===== config.mk =====
export PLATFORM = sky130hd
export DESIGN_NAME = alu_seq
export DESIGN_NICKNAME = d
export VERILOG_FILES = /design/src/rtl/alu_seq.sv
export SDC_FILE = /design/constraint.sdc
export NUM_CORES = 1
export LEC_CHECK = 0
export ABC_AREA = 1
export BUFFER_PORTS_ARGS = -buffer_cell sky130_fd_sc_hd__buf_2
export CORE_MARGIN = 8
export CORE_UTILIZATION = 30
export CTS_CLUSTER_DIAMETER = 50
export DETAILED_ROUTE_END_ITERATION = 16
export SYNTH_ARGS = -nofsm -noshare
export SYNTH_HDL_FRONTEND = slang
export SYNTH_SLANG_ARGS = --single-unit

===== constraint.sdc =====
create_clock -name clk -period 6.7 [get_ports clk]
set_input_delay 0.67 -clock clk [delete_from_list [all_inputs] [get_ports clk]]
set_output_delay 0.67 -clock clk [all_outputs]
set_load 0.05 [all_outputs]

===== src/rtl/alu_seq.sv =====
// Handshaked ALU with registered result/flags, ADC/SBC and an optional
// shift-add multiplier compiled in by defining ALU_SEQ_MUL_EN.
//
// state  | meaning
// IDLE   | accepts a request whenever the output register can take a result
// MUL    | one multiplier bit per edge; result written on the last bit
module alu_seq #(
  parameter int WIDTH = 32,
  parameter int SHW   = $clog2(WIDTH)
) (
  input  logic             clk,
  input  logic             reset_n,
  input  logic             in_valid,
  output logic             in_ready,
  input  logic [3:0]       ALUControl,
  input  logic [WIDTH-1:0] SrcA,
  input  logic [WIDTH-1:0] SrcB,
  input  logic             CarryIn,
  output logic             out_valid,
  input  logic             out_ready,
  output logic [WIDTH-1:0] ALUResult,
  output logic [3:0]       ALUFlags,
  output logic             busy
);

  localparam logic [3:0] OP_AND = 4'b0000;
  localparam logic [3:0] OP_OR  = 4'b0001;
  localparam logic [3:0] OP_XOR = 4'b0010;
  localparam logic [3:0] OP_ADD = 4'b0011;
  localparam logic [3:0] OP_LSL = 4'b0100;
  localparam logic [3:0] OP_LSR = 4'b0101;
  localparam logic [3:0] OP_ASR = 4'b0110;
  localparam logic [3:0] OP_ADC = 4'b1001;
  localparam logic [3:0] OP_SBC = 4'b1010;
  localparam logic [3:0] OP_SUB = 4'b1011;

  logic             r_out_valid;
  logic [WIDTH-1:0] r_result;
  logic [3:0]       r_flags;

  logic             w_idle;
  logic             w_accept;
  logic             w_single;
  logic             w_load;
  logic [WIDTH-1:0] w_b_op;
  logic             w_cin;
  logic [WIDTH:0]   w_sum;
  logic             w_ovf;
  logic [SHW-1:0]   w_sh;
  logic [WIDTH-1:0] w_res;
  logic             w_c;
  logic             w_v;
  logic [WIDTH-1:0] w_ld_res;
  logic             w_ld_c;
  logic             w_ld_v;
  logic [3:0]       w_ld_flags;

  assign in_ready = reset_n && w_idle && (!r_out_valid || out_ready);
  assign w_accept = in_valid && in_ready;

  // Subtraction is A + ~B + carry, so one adder serves all four arithmetic ops
  always_comb begin
    w_b_op = SrcB;
    w_cin  = 1'b0;
    case (ALUControl)
      OP_ADC: w_cin = CarryIn;
      OP_SUB: begin
        w_b_op = ~SrcB;
        w_cin  = 1'b1;
      end
      OP_SBC: begin
        w_b_op = ~SrcB;
        w_cin  = CarryIn;
      end
      default: ;
    endcase
  end

  assign w_sum = {1'b0, SrcA} + {1'b0, w_b_op} + {{WIDTH{1'b0}}, w_cin};
  assign w_ovf = (SrcA[WIDTH-1] == w_b_op[WIDTH-1]) &&
                 (w_sum[WIDTH-1] != SrcA[WIDTH-1]);
  assign w_sh  = SrcB[SHW-1:0];

  always_comb begin
    w_res = '0;
    w_c   = 1'b0;
    w_v   = 1'b0;
    case (ALUControl)
      OP_AND: w_res = SrcA & SrcB;
      OP_OR:  w_res = SrcA | SrcB;
      OP_XOR: w_res = SrcA ^ SrcB;
      OP_LSL: w_res = SrcA << w_sh;
      OP_LSR: w_res = SrcA >> w_sh;
      OP_ASR: w_res = $unsigned($signed(SrcA) >>> w_sh);
      OP_ADD, OP_ADC, OP_SUB, OP_SBC: begin
        w_res = w_sum[WIDTH-1:0];
        w_c   = w_sum[WIDTH];
        w_v   = w_ovf;
      end
      default: ;
    endcase
  end

`ifdef ALU_SEQ_MUL_EN
  localparam logic [3:0] OP_MUL = 4'b0111;

  typedef enum logic {
    S_IDLE = 1'b0,
    S_MUL  = 1'b1
  } state_t;

  state_t           r_state;
  state_t           w_state_nxt;
  logic [WIDTH-1:0] r_mcand;
  logic [WIDTH-1:0] r_mplier;
  logic [WIDTH-1:0] r_acc;
  logic [SHW-1:0]   r_cnt;
  logic [WIDTH-1:0] w_acc_nxt;
  logic             w_mul_start;
  logic             w_mul_done;

  assign w_idle      = (r_state == S_IDLE);
  assign w_mul_start = w_accept && (ALUControl == OP_MUL);
  assign w_mul_done  = (r_state == S_MUL) && (r_cnt == '0);
  assign w_acc_nxt   = r_acc + (r_mplier[0] ? r_mcand : '0);
  assign w_single    = w_accept && (ALUControl != OP_MUL);
  assign busy        = (r_state == S_MUL);

  always_comb begin
    w_state_nxt = r_state;
    case (r_state)
      S_IDLE:  if (w_mul_start) w_state_nxt = S_MUL;
      S_MUL:   if (r_cnt == '0) w_state_nxt = S_IDLE;
      default: w_state_nxt = S_IDLE;
    endcase
  end

  always_ff @(posedge clk) begin
    if (!reset_n) r_state <= S_IDLE;
    else          r_state <= w_state_nxt;
  end

  // Counter runs down from WIDTH-1; the edge that sees zero handles the top bit
  always_ff @(posedge clk) begin
    if (!reset_n) begin
      r_mcand  <= '0;
      r_mplier <= '0;
      r_acc    <= '0;
      r_cnt    <= '0;
    end else if (w_mul_start) begin
      r_mcand  <= SrcA;
      r_mplier <= SrcB;
      r_acc    <= '0;
      r_cnt    <= SHW'(WIDTH - 1);
    end else if (r_state == S_MUL) begin
      r_acc    <= w_acc_nxt;
      r_mcand  <= r_mcand << 1;
      r_mplier <= r_mplier >> 1;
      r_cnt    <= r_cnt - SHW'(1);
    end
  end

  assign w_ld_res = w_mul_done ? w_acc_nxt : w_res;
  assign w_ld_c   = w_mul_done ? 1'b0 : w_c;
  assign w_ld_v   = w_mul_done ? 1'b0 : w_v;
  assign w_load   = w_single || w_mul_done;
`else
  assign w_idle   = 1'b1;
  assign w_single = w_accept;
  assign busy     = 1'b0;
  assign w_ld_res = w_res;
  assign w_ld_c   = w_c;
  assign w_ld_v   = w_v;
  assign w_load   = w_single;
`endif

  assign w_ld_flags = {w_ld_res[WIDTH-1], (w_ld_res == '0), w_ld_c, w_ld_v};

  // A new result wins over the consumer's take on the same edge
  always_ff @(posedge clk) begin
    if (!reset_n) begin
      r_out_valid <= 1'b0;
      r_result    <= '0;
      r_flags     <= '0;
    end else if (w_load) begin
      r_out_valid <= 1'b1;
      r_result    <= w_ld_res;
      r_flags     <= w_ld_flags;
    end else if (out_ready) begin
      r_out_valid <= 1'b0;
    end
  end

  assign out_valid = r_out_valid;
  assign ALUResult = r_result;
  assign ALUFlags  = r_flags;

endmodule


# After elaboration in Yosys (flattened, before gate mapping)
# Index checks and enable logic that the tools add are counted.
[word_totals] ff_bits=37 input_bits=73 output_inout_bits=39
[classes] addsub=2 eq_ne=11 n_shift=3 n_mux=7 bitwise_logic=4 n_reduce_logical=11
[op_table] op="case mux 32 bit (7 select lines)" n=1
[op_table] op="adder 32 x 32 -> 33 bit" n=1
[op_table] op="adder 33 x 1 -> 33 bit" n=1
[op_table] op="bitwise AND 32 bit" n=1
[op_table] op="zero test 32 bit" n=1
[op_table] op="2-to-1 mux 32 bit" n=1
[op_table] op="inverter 32 bit" n=1
[op_table] op="OR 32 bit" n=1
[op_table] op="left shift 32 x 5 -> 32 bit" n=1
[op_table] op="right shift 32 x 5 -> 32 bit" n=1
[op_table] op=">>> shifter 32 x 5 -> 32 bit" n=1
[op_table] op="XOR 32 bit" n=1
[op_table] op="== test 4 x 3 -> 1 bit, second input constant" n=3
[op_table] op="== test 4 bit, second input constant" n=3
[op_table] op="== test 4 x 2 -> 1 bit, second input constant" n=2
[op_table] op="== test 4 x 1 -> 1 bit, second input constant" n=1
[op_table] op="zero test 4 bit" n=1
[op_table] op="2-to-1 mux 1 bit" n=4
[op_table] op="OR reduction 2 bit" n=2
[op_table] op="OR reduction 4 bit" n=1
[op_table] op="logical AND 1 bit" n=3
[op_table] op="case mux 1 bit (2 select lines)" n=1
[op_table] op="nonzero test 2 bit" n=1
[op_table] op="== test 1 bit" n=1
[op_table] op="3 further kinds" n=3

# Longest topological paths before layout
[logic_depth] ltp_word=8 ltp_mapped=25 depth_no_buf=24

# Worst setup path before layout
# No wires, ideal clock.
[synth_timing] kind="input-to-reg" from="input ALUControl[3]" to="register r_flags[2] (netlist: ALUFlags[2])" t_arrival_ns=3.293 path_slack_ns=3.338 path_stages=25 n_path_buf=1 cell_sequence="inv_1 -> nor2_1 -> nand2_1 -> buf_2 -> xor2_1 -> fa_1 -> inv_1 -> fa_1 -> inv_1 -> nand3_1 -> nand3_1 -> nand2_1 -> nand2_1 -> nand2_1 -> nand2_1 -> nand2_1 -> nand2_1 -> nor2_1 -> nor2_2 -> nand2_1 -> nor2_1 -> nand2_1 -> nor2_1 -> nand2_1 -> o21bai_2"
[synth_between] elab_chain_cells=7 word_cells_on_any_way=19 classes_between="add/sub: 2; eq/ne: 9; mux: 3; reduce/logical: 5"
[synth_lines] element="start: declaration" line="15" rtl="input logic [3:0] ALUControl,"
[synth_lines] element="== test 4 bit" line="65, 88"
[synth_lines] element="OR reduction 2 bit (no source line)"
[synth_lines] element="2-to-1 mux 32 bit"
[synth_lines] element="adder 32 x 32 -> 33 bit" line="79" rtl="assign w_sum = {1'b0, SrcA} + {1'b0, w_b_op} + {{WIDTH{1'b0}}, w_cin};"
[synth_lines] element="adder 33 x 1 -> 33 bit" line="79"
[synth_lines] element="case mux 32 bit (7 select lines) (*)" line="88" rtl="case (ALUControl)"
[synth_lines] element="zero test 32 bit (*)" line="177" rtl="assign w_ld_flags = {w_ld_res[WIDTH-1], (w_ld_res == '0), w_ld_c, w_ld_v};"
[synth_lines] element="end signal: assignment" line="188" rtl="r_flags <= w_ld_flags;"
[synth_lines] element="end: declaration" line="39" rtl="logic [3:0] r_flags;"
# Every way passes the cells marked *; elsewhere a longest branch is shown, timed or not.
# A chain may end at the register's enable or synchronous reset.

# Final worst setup path
# Ends and elaborated chain as after synthesis.

==> metrics.txt <==
Critical Path AT=4.51 ns; Design Power=1380 uW; Congestion Overflow GR=0; setup slack, reg-to-reg=4.27 ns; io pins=112; critical path capture point type=register; max_cap viols=0; RSZ-0062 raised after global routing=no; IO buf count=110; initial antenna violation count=1; DRT antenna net count=0; CTS buffer count=5; area leader, netlist=nand2_1; CP bufs+invs=4; slew at the pin closest to its max-slew limit=1.03 ns; Achievable Freq=233 MHz; Required @ worst endpoint=6.92 ns; status=finished clean; post-synthesis cell area=0.00981 mm2; Seq cells post-synth=36; setup bufs post-CTS=0; R2R Path End=ALUFlags[2]; crit path time final=4.29 ns; fin util=33.0%; WP depth=21; Via Count=12300; Slowest-stage cell, CP=nand2_2; post-DP HPWL=37300 um; yosys warns=0; Peak VDD IR=85.6 uV; first-pass GRT wire length=69100 um; die width=197 um; final hold violation count=0; max_slew headroom=31.2%; synth-to-layout area growth=8.76%; Power Density=130 mW/mm2; CP Class=input pin to register; period utilisation layout=64.1%; most common cell in the netlist=nand2_1; Clock Pin Slew Worst Setup and Hold Paths=0.06 ns; CP Cell Sequence=buf_2, inv_1, nor2_1, nand2_2, xor2_1, fa_1, inv_1, fa_1, inv_1, nand2_1, nand3_1, nand2_1, nand3_1, o21ai_0, nor2_1, nand3_1, nor2_1, nand2_1, nor2_1, nand2_1, o21bai_2; cell depth of the worst flop-to-flop path=9; Setup Skew=0.00364 ns; maximum fanout along the worst path=32; clock buffer depth=2; final setup vio count=0; Final nets=2028; Die H=197 um; hold_sp=ALUFlags[1]; CTS tree=built; CTS Sinks=36; ys async rst share=0%; Diodes inserted=0; Worst R2R Start=out_valid; Startpoint Class=input pin; Post-CTS Resized=0; initial drt markers=1301; gp weighted congestion=1.05; initial core utilization=30.3%; Core Rows=66; CP startpoint=ALUControl[3]; cells after synthesis=1812; Initial DRT Pass Iterations=6; Crit path largest cell delay=0.60 ns; layout cells sized above 1=10.9%; vias in the first global route=11700; top cell type's share of synthesized area=23.0%; prevailing post-synth register cell=dfxtp_1; largest net degree at the start of global routing=73; final wirelength=45700 um; Fill cells=3789; Netlist cell types=45; top cells by instance count after synthesis=nand2_1, nand3_1, inv_1, nor2_1, ha_1; wire per inst=19.9 um; Pleak=0.00590 uW; Hold Crit Class=register to register; fin. max-slew vios=0; number of synthesized flops with an enable pin=0; latest clock arrival within the worst-skew pair=0.28 ns; Worst Setup EP=ALUFlags[2]; Synth Area per Inst=5.41 um2; residual DRC count=0; cts hold-fix bufs=0; Placed Instances=2292; Final Non-Filler Cells=2300; Die ar.=0.0387 mm2; CTS H-tree depth=2; Mapped Nets=1983; Via density=5.35; top post-synthesis cells by area=nand2_1, nand3_1, ha_1, dfxtp_1, inv_1; gr usage total=22.8%; clk root buf=clkbuf_16; Top delay family on crit path=simple AND/OR/NAND/NOR gates; Fin Setup TNS=0 ns; post-synthesis sequential area ratio=7.35%; core area=0.0324 mm2
how the worst min path moves through the flow:
stage          slack, ns  cells past startpoint             to
4_1_cts             0.45                      2    ALUFlags[1]
3_5_place_dp        0.44                      2    ALUFlags[1]
2_1_floorplan       0.68                      2    ALUFlags[0]
6_report            0.46                      2    ALUFlags[1]
5_1_grt             0.48                      2    ALUFlags[1]
3_3_place_gp        0.44                      2  ALUResult[23]
tightest hold or removal path, delay by kind of cell (launching register included):
| kind | cells | cell delay, ns |
|---|---|---|
| flip-flops | 1 | 0.31 |
| AND/OR/NAND/NOR | 2 | 0.10 |
flip-flops by register name (all words and copies together) (netlist names):
register,cells
ALUFlags,3
ALUResult,32
out_valid,1
cells by family (layout without fill, tap and decap cells):
logic type               count (synthesis)  count (layout)  share of synthesized area, %
AND/OR/NAND/NOR                       1225            1225                          55.3
buffers and inverters                  277             323                          12.4
AO/OA/AOI/OAI                          143             143                          9.47
adder cells (fa/ha/maj)                 98              98                          12.6
flip-flops                              36              36                          7.35
XOR/XNOR                                32              32                          2.86
other                                    1               1                        0.0382
per-layer routing:
metal  global-route usage [%]  share of wire (%)  up-vias
li1                         -                  -     6015
met1                     29.1                 43     5718
met2                     38.2                 46      485
met3                     3.24                6.6       89
met4                     9.17                4.3        0
met5                        0                  0        -
cells in the final DEF, fill, tap and decap left out, drive strengths merged, types with 10 or more instances in the layout:
cell type	instances
dfxtp	36
and2	10
nor2	140
o21ai	36
nand3	391
buf	120
o211ai	12
a21oi	51
nand2	632
inv	194
xor2	32
a22o	27
ha	96
nand4	26
stage by stage:
stage               hold WS (ns)  instance area, um2  setup WS, ns
finish                     0.458               10700          2.41
CTS                        0.454               10700          2.32
detailed placement         0.442               10500          2.04
global placement           0.441               10500          2.08
floorplan                  0.676                9810          3.34
global route               0.485               10700          2.10
where the power goes:
group | internal [uW] | total (uW) | switching, uW
Combinational | 256 | 896 | 640
Sequential | 231 | 244 | 12.6
Clock | 148 | 243 | 94.7
area by class of cell:
cell class	instances	area, um2	area share, %
Multi-Input combinational cell	1499	7880	73.9
Clock buffer	7	143	1.34
Timing Repair Buffer	120	626	5.86
Sequential cell	36	721	6.75
Inverter	195	739	6.93
Tap cell	442	553	5.18
Clock inverter	1	7.51	0.0703
Note: power is estimated with default switching activity, not from simulation.
